### src/rtl/uart_pkg.sv
// Shared definitions for the UART receive path.
// Contents:
//   rx_state_e - receiver FSM states
//   OS_RATE    - oversample ticks per bit
//   OS_MID     - oversample count at which the start bit is mid-sampled
//   os_div     - clocks per oversample tick (integer truncation)
package uart_pkg;

  typedef enum logic [2:0] {
    StIdle,
    StStart,
    StData,
    StParity,
    StStop
  } rx_state_e;

  localparam int unsigned OS_RATE = 16;
  localparam int unsigned OS_MID  = 7;

  function automatic int unsigned os_div(input int unsigned clk_freq,
                                         input int unsigned baud_rate);
    return clk_freq / (baud_rate * OS_RATE);
  endfunction

endpackage

### src/rtl/uart_rx_if.sv
// Parallel output bus of uart_rx towards the receive-side consumer.
// Signals:
//   data_out   - last received word, held until the next frame completes
//   data_valid - one-clock pulse per completed frame
//   frame_err  - stop bit sampled low (qualified by data_valid)
//   parity_err - even-parity mismatch (qualified by data_valid)
//   busy       - a frame is in progress
// Modports: master (receiver side), slave (consumer side).
interface uart_rx_if #(
  parameter int unsigned N = 8
) ();

  logic [N-1:0] data_out;
  logic         data_valid;
  logic         frame_err;
  logic         parity_err;
  logic         busy;

  modport master (
    output data_out,
    output data_valid,
    output frame_err,
    output parity_err,
    output busy
  );

  modport slave (
    input data_out,
    input data_valid,
    input frame_err,
    input parity_err,
    input busy
  );

endinterface

### src/rtl/uart_rx_os_tick.sv
// 16x oversample tick generator for uart_rx.
// Ports:
//   clk   - system clock
//   reset - asynchronous active-low reset
//   clear - synchronous restart of the divider (aligns tick phase to a frame)
//   tick  - one-clock pulse every Div clocks
module uart_rx_os_tick #(
  parameter int unsigned Div = 325
) (
  input  logic clk,
  input  logic reset,
  input  logic clear,
  output logic tick
);

  localparam int unsigned CntW = (Div > 2) ? $clog2(Div) : 1;

  logic [CntW-1:0] cnt;

  always_ff @(posedge clk or negedge reset) begin
    if (!reset) begin
      cnt <= '0;
    end else if (clear || tick) begin
      cnt <= '0;
    end else begin
      cnt <= cnt + 1'b1;
    end
  end

  assign tick = (cnt == CntW'(Div - 1));

endmodule

### src/rtl/uart_rx.sv
// UART receiver: 16x oversampling, mid-bit sampling, stop-bit check and
// optional even-parity check. Frame: start(0), N data bits LSB-first,
// [parity], M stop bits(1).
// Optional feature: define UART_RX_PARITY_EN to compile in the parity bit
// and its checker; otherwise parity_err is tied low.
// Ports:
//   clk   - system clock
//   reset - asynchronous active-low reset
//   rx    - serial line (asynchronous, idles high)
//   bus   - uart_rx_if.master: data_out, data_valid, frame_err, parity_err, busy
module uart_rx
  import uart_pkg::*;
#(
  parameter int unsigned N         = 8,
  parameter int unsigned M         = 1,
  parameter int unsigned BAUD_RATE = 9600,
  parameter int unsigned CLK_FREQ  = 50000000
) (
  input  logic      clk,
  input  logic      reset,
  input  logic      rx,
  uart_rx_if.master bus
);

  localparam int unsigned DIV     = os_div(CLK_FREQ, BAUD_RATE);
  localparam int unsigned BitCntW = $clog2(N + 1);

  if (DIV < 2) begin : g_div_check
    $fatal(1, "uart_rx: CLK_FREQ/(BAUD_RATE*16) must be at least 2");
  end

  // Synchronizer plus one history flop for edge detection. Reset to the idle
  // level so leaving reset never looks like a start edge.
  logic rx_s1, rx_s2, rx_prev;
  logic fall;

  always_ff @(posedge clk or negedge reset) begin
    if (!reset) begin
      rx_s1   <= 1'b1;
      rx_s2   <= 1'b1;
      rx_prev <= 1'b1;
    end else begin
      rx_s1   <= rx;
      rx_s2   <= rx_s1;
      rx_prev <= rx_s2;
    end
  end

  // Needs a high before the low, so a stuck-low line cannot retrigger.
  assign fall = rx_prev & ~rx_s2;

  rx_state_e          state;
  logic [3:0]         os_cnt;
  logic [BitCntW-1:0] bit_cnt;
  logic [N-1:0]       shift;
  logic [N-1:0]       data_out_q;
  logic               data_valid_q;
  logic               frame_acc;
  logic               frame_err_q;
  logic               busy_q;
  logic               tick;
  logic               div_clear;

  assign div_clear = (state == StIdle) && fall;

  uart_rx_os_tick #(
    .Div (DIV)
  ) u_os_tick (
    .clk   (clk),
    .reset (reset),
    .clear (div_clear),
    .tick  (tick)
  );

`ifdef UART_RX_PARITY_EN
  logic parity_acc;
  logic parity_err_q;
`endif

  always_ff @(posedge clk or negedge reset) begin
    if (!reset) begin
      state        <= StIdle;
      os_cnt       <= '0;
      bit_cnt      <= '0;
      shift        <= '0;
      data_out_q   <= '0;
      data_valid_q <= 1'b0;
      frame_acc    <= 1'b0;
      frame_err_q  <= 1'b0;
      busy_q       <= 1'b0;
`ifdef UART_RX_PARITY_EN
      parity_acc   <= 1'b0;
      parity_err_q <= 1'b0;
`endif
    end else begin
      data_valid_q <= 1'b0;
      unique case (state)
        StIdle: begin
          if (fall) begin
            state  <= StStart;
            os_cnt <= '0;
            busy_q <= 1'b1;
          end
        end

        StStart: begin
          if (tick) begin
            if (os_cnt == 4'(OS_MID)) begin
              os_cnt <= '0;
              if (rx_s2) begin
                // Line back high at mid-start: glitch, not a frame.
                state  <= StIdle;
                busy_q <= 1'b0;
              end else begin
                state     <= StData;
                bit_cnt   <= '0;
                frame_acc <= 1'b0;
              end
            end else begin
              os_cnt <= os_cnt + 4'd1;
            end
          end
        end

        StData: begin
          if (tick) begin
            os_cnt <= os_cnt + 4'd1;
            if (os_cnt == 4'(OS_RATE - 1)) begin
              // MSB-in shifting leaves the LSB-first word aligned after N bits.
              shift <= {rx_s2, shift[N-1:1]};
              if (bit_cnt == BitCntW'(N - 1)) begin
                bit_cnt <= '0;
`ifdef UART_RX_PARITY_EN
                state   <= StParity;
`else
                state   <= StStop;
`endif
              end else begin
                bit_cnt <= bit_cnt + 1'b1;
              end
            end
          end
        end

`ifdef UART_RX_PARITY_EN
        StParity: begin
          if (tick) begin
            os_cnt <= os_cnt + 4'd1;
            if (os_cnt == 4'(OS_RATE - 1)) begin
              parity_acc <= rx_s2 ^ (^shift);
              state      <= StStop;
            end
          end
        end
`endif

        StStop: begin
          if (tick) begin
            os_cnt <= os_cnt + 4'd1;
            if (os_cnt == 4'(OS_RATE - 1)) begin
              if (bit_cnt == BitCntW'(M - 1)) begin
                // Leave at mid-stop so a back-to-back start edge is caught.
                data_out_q   <= shift;
                data_valid_q <= 1'b1;
                frame_err_q  <= frame_acc | ~rx_s2;
`ifdef UART_RX_PARITY_EN
                parity_err_q <= parity_acc;
`endif
                busy_q       <= 1'b0;
                state        <= StIdle;
                os_cnt       <= '0;
                bit_cnt      <= '0;
              end else begin
                frame_acc <= frame_acc | ~rx_s2;
                bit_cnt   <= bit_cnt + 1'b1;
              end
            end
          end
        end

        default: begin
          state  <= StIdle;
          busy_q <= 1'b0;
        end
      endcase
    end
  end

  assign bus.data_out   = data_out_q;
  assign bus.data_valid = data_valid_q;
  assign bus.frame_err  = frame_err_q;
  assign bus.busy       = busy_q;
`ifdef UART_RX_PARITY_EN
  assign bus.parity_err = parity_err_q;
`else
  assign bus.parity_err = 1'b0;
`endif

endmodule

### src/flat_wrapper.sv
// flat-port wrapper written by rule: the top's interface ports become plain ports
module uart_rx_flat import uart_pkg::*;
#(
  parameter int unsigned N         = 8,
  parameter int unsigned M         = 1,
  parameter int unsigned BAUD_RATE = 9600,
  parameter int unsigned CLK_FREQ  = 50000000
)
  (clk, reset, rx, bus_data_out, bus_data_valid, bus_frame_err, bus_parity_err, bus_busy);
  uart_rx_if #(.N(N)) bus_i ();
  input  logic clk;
  input  logic reset;
  input  logic rx;
  output wire logic [$bits(bus_i.data_out)-1:0] bus_data_out;
  output wire logic [$bits(bus_i.data_valid)-1:0] bus_data_valid;
  output wire logic [$bits(bus_i.frame_err)-1:0] bus_frame_err;
  output wire logic [$bits(bus_i.parity_err)-1:0] bus_parity_err;
  output wire logic [$bits(bus_i.busy)-1:0] bus_busy;
  assign bus_data_out = bus_i.data_out;
  assign bus_data_valid = bus_i.data_valid;
  assign bus_frame_err = bus_i.frame_err;
  assign bus_parity_err = bus_i.parity_err;
  assign bus_busy = bus_i.busy;
  uart_rx #(.N(N), .M(M), .BAUD_RATE(BAUD_RATE), .CLK_FREQ(CLK_FREQ)) u_core (.clk(clk), .reset(reset), .rx(rx), .bus(bus_i));
endmodule
### config.mk
export PLATFORM = sky130hd
export DESIGN_NAME = uart_rx_flat
export DESIGN_NICKNAME = d
export VERILOG_FILES = /design/src/rtl/uart_pkg.sv /design/src/rtl/uart_rx_if.sv /design/src/rtl/uart_rx_os_tick.sv /design/src/rtl/uart_rx.sv /design/src/flat_wrapper.sv
export SDC_FILE = /design/constraint.sdc
export NUM_CORES = 1
export LEC_CHECK = 0
export ABC_AREA = 1
export ABC_CLOCK_PERIOD_IN_PS = 2960
export CORE_ASPECT_RATIO = 1.4
export CORE_MARGIN = 8
export CORE_UTILIZATION = 51
export DETAILED_ROUTE_END_ITERATION = 12
export PLACE_DENSITY = 0.7
export SLEW_MARGIN = 20
export SYNTH_ARGS = -nofsm -noshare
export SYNTH_HDL_FRONTEND = slang
export SYNTH_SLANG_ARGS = --single-unit
### constraint.sdc
create_clock -name clk -period 2.96 [get_ports clk]
set_clock_uncertainty 0.05 [all_clocks]
set_input_delay 0.888 -clock clk [delete_from_list [all_inputs] [get_ports clk]]
set_output_delay 0.888 -clock clk [all_outputs]
set_load 0.005 [all_outputs]
==> results of run 1 <==
## layout by cell type (no fill, tap or decap), drive strengths merged
cell type,netlist,layout
nand2,92,92
dfrtp,40,40
nor2,37,37
inv,33,33
nand3,26,26
o21ai,22,22
clkdlybuf4s50,0,12
clkbuf,0,6
a21oi,6,6
ha,5,5
nand3b,3,3
xor2,3,3
dfstp,3,3
nor3,2,2
buf,3,2
nand4,1,1
nor3b,1,1
and2,1,1
a21boi,1,1
xnor2,1,1
a31oi,1,1
conb,1,1
clkinvlp,0,1
clkinv,0,1
## power breakdown
part / total, W / internal (W) / switching (W)
Combinational: 0.000619 / 0.000219 / 0.000400
Sequential: 0.000789 / 0.000690 / 0.0000993
Clock: 0.000397 / 0.000190 / 0.000207
## logic make-up after synthesis
logic type	count (synthesis)	share of synthesized area
DFF	43	0.478
other	1	0.00166
xor gates and xnor gates	4	0.0155
and+or+nand+nor	163	0.314
AOI/OAI and AO/OA	30	0.0947
buffers and inverters	36	0.0681
adders and majority gates	5	0.0277
## flip-flops by register name (all words and copies together) (netlist names)
name and flops:
u_core.bus.busy 1, u_core.bus.data_valid 1, u_core.os_cnt 4, u_core.u_os_tick.cnt 9
u_core.rx_s1 1, u_core.bus.data_out 8, u_core.rx_prev 1, u_core.state 3
u_core.rx_s2 1, u_core.bit_cnt 4, u_core.bus.frame_err 1, u_core.frame_acc 1
u_core.shift 8
## worst paths after layout
path | startpoint | end | slack [ns] | depth (start not counted)
max in group asynchronous | reset | u_core.rx_s1 | 1.67 | 2
max | u_core.bus.busy | bus_busy | 0.85 | 1
min reg2reg | u_core.rx_s1 | u_core.rx_s2 | 0.31 | 0
max reg2reg | u_core.u_os_tick.cnt[0] | u_core.bit_cnt[1] | 1.20 | 11
min | u_core.rx_s1 | u_core.rx_s2 | 0.31 | 0
min in group asynchronous | reset | u_core.u_os_tick.cnt[2] | 0.46 | 1
## per-stage QoR
| stage | setup slack (ns) | instances | power, W | util | hold slack, ns |
|---|---|---|---|---|---|
| floorplan | 1.42 | 282 | 0.00126 | - | 0.295 |
| global placement | 1.17 | 353 | 0.00141 | 0.575 | 0.300 |
| detailed placement | 1.17 | 353 | 0.00143 | 0.575 | 0.301 |
| CTS | 0.823 | 361 | 0.00183 | 0.598 | 0.312 |
| global route | 0.806 | 361 | 0.00195 | 0.598 | 0.315 |
| finish | 0.849 | 361 | 0.00181 | 0.598 | 0.310 |
## worst register-to-register path: stages (launching register included)
cell and delay (ns):
dfrtp_1 0.42, inv_1 0.07, ha_1 0.18, nand2_1 0.06, nor2_1 0.14, nand2_1 0.14, nand2_1 0.11, nand2_1 0.07
nor2_2 0.19, nand2_2 0.10, nand2_1 0.07, nand2_1 0.05
## area by class of cell
cell class | count | area, um^2 | area share
Sequential cell | 43 | 1080 | 0.426
Multi-Input combinational cell | 203 | 1020 | 0.404
Timing Repair Buffer | 14 | 133 | 0.0523
Inverter | 33 | 124 | 0.0489
Clock buffer | 6 | 82.6 | 0.0326
Tap cell | 60 | 75.1 | 0.0296
Clock inverter | 2 | 16.3 | 0.00642
## per-layer routing
layer  wire length, um  global-route usage  share of wire
met2              2340               0.254           0.53
met1              1870               0.152           0.42
met3               125              0.0329          0.028
met5                 0                   0              0
met4                91              0.0684          0.021
==> summary.md, run 1 <==
| Metric | Value |
|---|---|
| Outcome | completed |
| Clk sinks | 43 |
| Total congestion overflow | 0 |
| Antenna Nets Post-Route | 0 |
| I/O pins | 15 |
| Die ar. | a little under 7000 um^2 |
| Number of synthesized register bits | 43 |
| Die width | between 70 and 80 um |
| Leak | roughly 1.3 nW |
| DRT iter0 DRCs | 56 |
| Fillers | ~400 |
| First-pass GRT wire length | approximately 7.7 mm |
| Sequential share of the synthesized area | 0.478 |
| Arr. time, crit path | 1.17 ns |
| Period utilization | 0.713 |
| Tot GR Track Use | 0.142 |
| Vias in the first global route | about 1,800 |
| TritonCTS buffer count | 5 |
| Nets@finish | 308 |
| Via count | 1,783 |
| Commonest cells post-synth | nand2_1 (87), dfrtp_1 (40), nor2_1 (34), inv_1 (31), nand3_1 (24) |
| Post-synth top area share | 0.443 |
| Delay-heaviest family, CP | buffers and inverters |
| Power density cells | ~700 nW/um^2 |
| Fraction of layout cells with a size suffix above 1 | 0.136 |
| Diode count | 0 |
| Synth Instances | 282 |
| Cell taking the most area after synthesis | dfrtp_1 |
| Final wirelength | about 4.4 mm |
| Core area | approximately 4200 um^2 |
| Pre-antenna DRT Iters | 4 |
| RSZ-0062 raised after global routing | false |
| Port Buf Inserts | 13 |
| Area growth syn-to-layout | 12.2% |
| Worst-path maximum fanout | 2 |
| Type of origin of the critical path | flop |
| Initial Utilization | 0.533 |
| Initial antenna violation count | 0 |
| Setup Buffers After CTS | 0 |
| CTS tree | done |
| Ys async rst share | 1.00 |
| Slew Viols, Final | 0 |
| Setup TNS Final | 0 ns |
| Worst Path Buf+Inv | 1 |
| CTS hold repair buffers | 0 |
| Crit-path cells | clkdlybuf4s50_1 |
| Routability cong. | roughly 0.96 |
| Row Count | 28 |
| Synth Warn # | 0 |
| Clk_lat worst skew | around 0.30 ns |
| Max incr delay on CP | approximately 0.5 ns |
| Vias/cell | between 4 and 5 |
| Final HPWL DP | 3.44 mm |
| Final hold violations | 0 |
| Area post-placement | ~2400 um^2 |
| Root Buffer | clkbuf_8 |
| Critical path endpoint category | output port |
| VDD IR-drop max | 385 uV |
| Final Setup Violations | 0 |
| Count leader, synth | nand2_1 |
| Drt wl/cell | around 12 um |
| CP Data Required Time | a little over 2 ns |
| Clk slew on worst S/H paths | around 0.09 ns |
| Largest net degree at the start of global routing | 26 |
| Mapped Area | 2260 um^2 |
| Top FF cell, synth | dfrtp_1 |
| Kind of critical path | reg2out |
| Net Count, Synth | between 200 and 300 |
| Resize count post-CTS | 0 |
| CTS Buffer Depth | 2 |
| Number of flops mapped to enable cells by yosys | 0 |
| DRC viols | 0 |
| Min Tclk post-route | 2.11 ns |
| H-tree levels | 2 |
| Maxcap violations | 0 |
| Max Freq | 0.474 GHz |
| Final Cell Area | approximately 2500 um^2 |
| Crit-path slowest cell | clkdlybuf4s50_1 |
| Unique masters post-synth | 30 |
| HP Class | reg2reg |
| Mean post-synth cell area | 8.01 um^2 |
| Die height | ~95 um |
| Synth area leaders | dfrtp_1 (44%), nand2_1 (14%), o21ai_2 (5.8%) |
Power figures use the tool's default switching activity.
==> inputs of run 2 (changes only) <==
--- a/config.mk
+++ b/config.mk
@@ -6,7 +6,7 @@
 export NUM_CORES = 1
 export LEC_CHECK = 0
 export ABC_AREA = 1
-export ABC_CLOCK_PERIOD_IN_PS = 2960
+export ABC_CLOCK_PERIOD_IN_PS = 2200
 export CORE_ASPECT_RATIO = 1.4
 export CORE_MARGIN = 8
 export CORE_UTILIZATION = 51
==> constraint.sdc (replaced) <==
create_clock -name clk -period 2.2 [get_ports clk]
set_clock_uncertainty 0.05 [all_clocks]
set_input_delay 0.66 -clock clk [delete_from_list [all_inputs] [get_ports clk]]
set_output_delay 0.66 -clock clk [all_outputs]
set_load 0.005 [all_outputs]
==> summary.md, run 2 (synthesized netlist as in run 1, its figures left out) <==
| Metric | Value |
|---|---|
| Rel. slew slack | 0.643 |
| Slack of the worst reg-to-reg path | 0.47 ns (was 1.20 ns) |
| Delay-heaviest family, CP | buffers and inverters (unchanged) |
| H-tree levels | 2 (unchanged) |
| Final hold violations | 0 (unchanged) |
| I/O pins | 15 (unchanged) |
| Largest net degree at the start of global routing | 44 (was 26) |
| Fillers | 404 (was 393) |
| Core area | 4240 um^2 (unchanged) |
| Clk sinks | 43 (unchanged) |
| R2r endpoint | u_core.bit_cnt[2] (was u_core.bit_cnt[1]) |
| Diode count | 0 (unchanged) |
| Die height | 94.7 um (unchanged) |
| Min Tclk post-route | 1.89 ns |
| Initial Utilization | 0.533 (unchanged) |
| TritonCTS buffer count | 5 (unchanged) |
| Die width | 72.2 um (unchanged) |
| Routability cong. | 0.988 (was 0.957) |
| Maxcap violations | 0 (unchanged) |
| CP Data Required Time | 1.49 ns (was 2.02 ns) |
| Final Setup Violations | 0 (unchanged) |
| Setup WS post-layout | 0.310 ns (was 0.849 ns) |
| Drt wl/cell | 12.3 um (about the same) |
| Fraction of layout cells with a size suffix above 1 | 0.133 (was 0.136) |
| HP Class | reg2reg (unchanged) |
| Row Count | 28 (unchanged) |
| Worst Path Buf+Inv | 1 (unchanged) |
| Root Buffer | clkbuf_8 (unchanged) |
| Register Area | 1080 um^2 (unchanged) |
| Tot GR Track Use | 0.141 (was 0.142) |
| Vias in the first global route | 1,740 (was 1,771) |
| Final wirelength | 4.43 mm (about the same) |
| Resize count post-CTS | 0 (unchanged) |
| Area post-placement | 2440 um^2 (unchanged) |
| Leak | 1.28 nW (about the same) |
| Port Buf Inserts | 13 (unchanged) |
| Pre-antenna DRT Iters | 4 (unchanged) |
| Post-Layout Cell Count | 361 (unchanged) |
| Outcome | completed (unchanged) |
| Initial antenna violation count | 0 (unchanged) |
| Commonest non-fill, non-tap cell in the layout | nand2_1 (unchanged) |
| Nets@finish | 308 (unchanged) |
| Worst slew pin tran | 0.535 ns |
| DRC viols | 0 (unchanged) |
| R2R cell count | 11 (unchanged) |
| Final HPWL DP | 3.33 mm (was 3.44 mm) |
| Die ar. | 6840 um^2 (unchanged) |
| Multi-input gate area | 1020 um^2 (unchanged) |
| Setup TNS Final | 0 ns (unchanged) |
| RSZ-0062 raised after global routing | false (unchanged) |
| Power density cells | 957 nW/um^2 (was 712 nW/um^2) |
| Worst-path maximum fanout | 2 (unchanged) |
| Vias/cell | 4.92 (was 4.94) |
| Critical path endpoint category | output port (unchanged) |
| Crit-path cells | clkdlybuf4s50_1 (unchanged) |
| Placed cells | 353 (unchanged) |
| Clk_lat worst skew | 0.30 ns (about the same) |
| Arr. time, crit path | 1.18 ns (was 1.17 ns) |
| CTS Buffer Depth | 2 (unchanged) |
| Max Freq | ~0.53 GHz |
| Hold Worst Slack | 0.312 ns (was 0.310 ns) |
| Total congestion overflow | 0 (unchanged) |
| Period utilization | 0.859 |
| Final Cell Area | 2530 um^2 (about the same) |
| Crit-path slowest cell | clkdlybuf4s50_1 (unchanged) |
| Area growth syn-to-layout | 12.1% (was 12.2%) |
| Dpl ws | 0.476 ns (was 1.17 ns) |
| Instance count on the critical path | 1 (unchanged) |
| Setup Buffers After CTS | 0 (unchanged) |
| VDD IR-drop max | 509 uV (was 385 uV) |
| Crit path launch | u_core.bus.busy (unchanged) |
| Antenna Nets Post-Route | 0 (unchanged) |
| Slew Viols, Final | 0 (unchanged) |
| Kind of critical path | reg2out (unchanged) |
| Critical R2R Launch | u_core.u_os_tick.cnt[0] (unchanged) |
| Type of origin of the critical path | flop (unchanged) |
| DRT iter0 DRCs | 51 (was 56) |
| First-pass GRT wire length | 7.71 mm (was 7.67 mm) |
| CTS tree | done (unchanged) |
| Top reg by flops | u_core.u_os_tick.cnt (unchanged) |
| Via count | 1,776 (was 1,783) |
| Clk slew on worst S/H paths | 0.08 ns (was 0.09 ns) |
| Max reg flops | 9 (unchanged) |
| Crit path to | bus_busy (unchanged) |
| Most frequent cells in the layout | nand2_1 (87), dfrtp_1 (40), nor2_1 (34), inv_1 (31), nand3_1 (24) (unchanged) |
| CTS hold repair buffers | 0 (unchanged) |
| Max incr delay on CP | 0.51 ns (about the same) |
==> run 2: cell count changes in the layout (fill, tap and decap cells not counted) <==
cell        delta
clkbuf_1       +1
clkinvlp_4     -1
==> run 2: per-stage QoR <==
stage / power (W) / util
global placement: 0.00191 / 0.575
finish: 0.00242 / 0.597
floorplan: 0.00170 / -
global route: 0.00261 / 0.597
CTS: 0.00244 / 0.597
detailed placement: 0.00192 / 0.575
==> run 2: power by group <==
part	switching, W	internal, W	leakage, nW
registers	0.000138	0.000929	0.563
logic	0.000542	0.000295	0.666
clock network	0.000262	0.000257	0.0484
total	0.000942	0.00148	1.28
==> run 2: cell type report <==
class,count,share of cell area
flip-flops and latches,43,0.427
multi-input cells,203,0.405
repair buffers,14,0.0524
inverters,33,0.0489
clock buffers,7,0.0341
well taps,60,0.0297
clock inverters,1,0.00346
==> run 2: worst min-delay path by stage <==
stage	depth (start not counted)	endpoint	from
floorplan	0	u_core.rx_s2	u_core.rx_s1
global placement	0	u_core.rx_s2	u_core.rx_s1
detailed placement	0	u_core.rx_s2	u_core.rx_s1
CTS	0	u_core.rx_s2	u_core.rx_s1
global route	0	u_core.rx_s2	u_core.rx_s1
finish	0	u_core.rx_s2	u_core.rx_s1
==> run 2: layer usage <==
metal  vias up  GRT usage  part of all wire
li1        920          -                 -
met1       830      0.155              0.43
met2        20      0.258              0.52
met3         6     0.0339             0.035
met4         0     0.0462             0.012
met5         -          0                 0
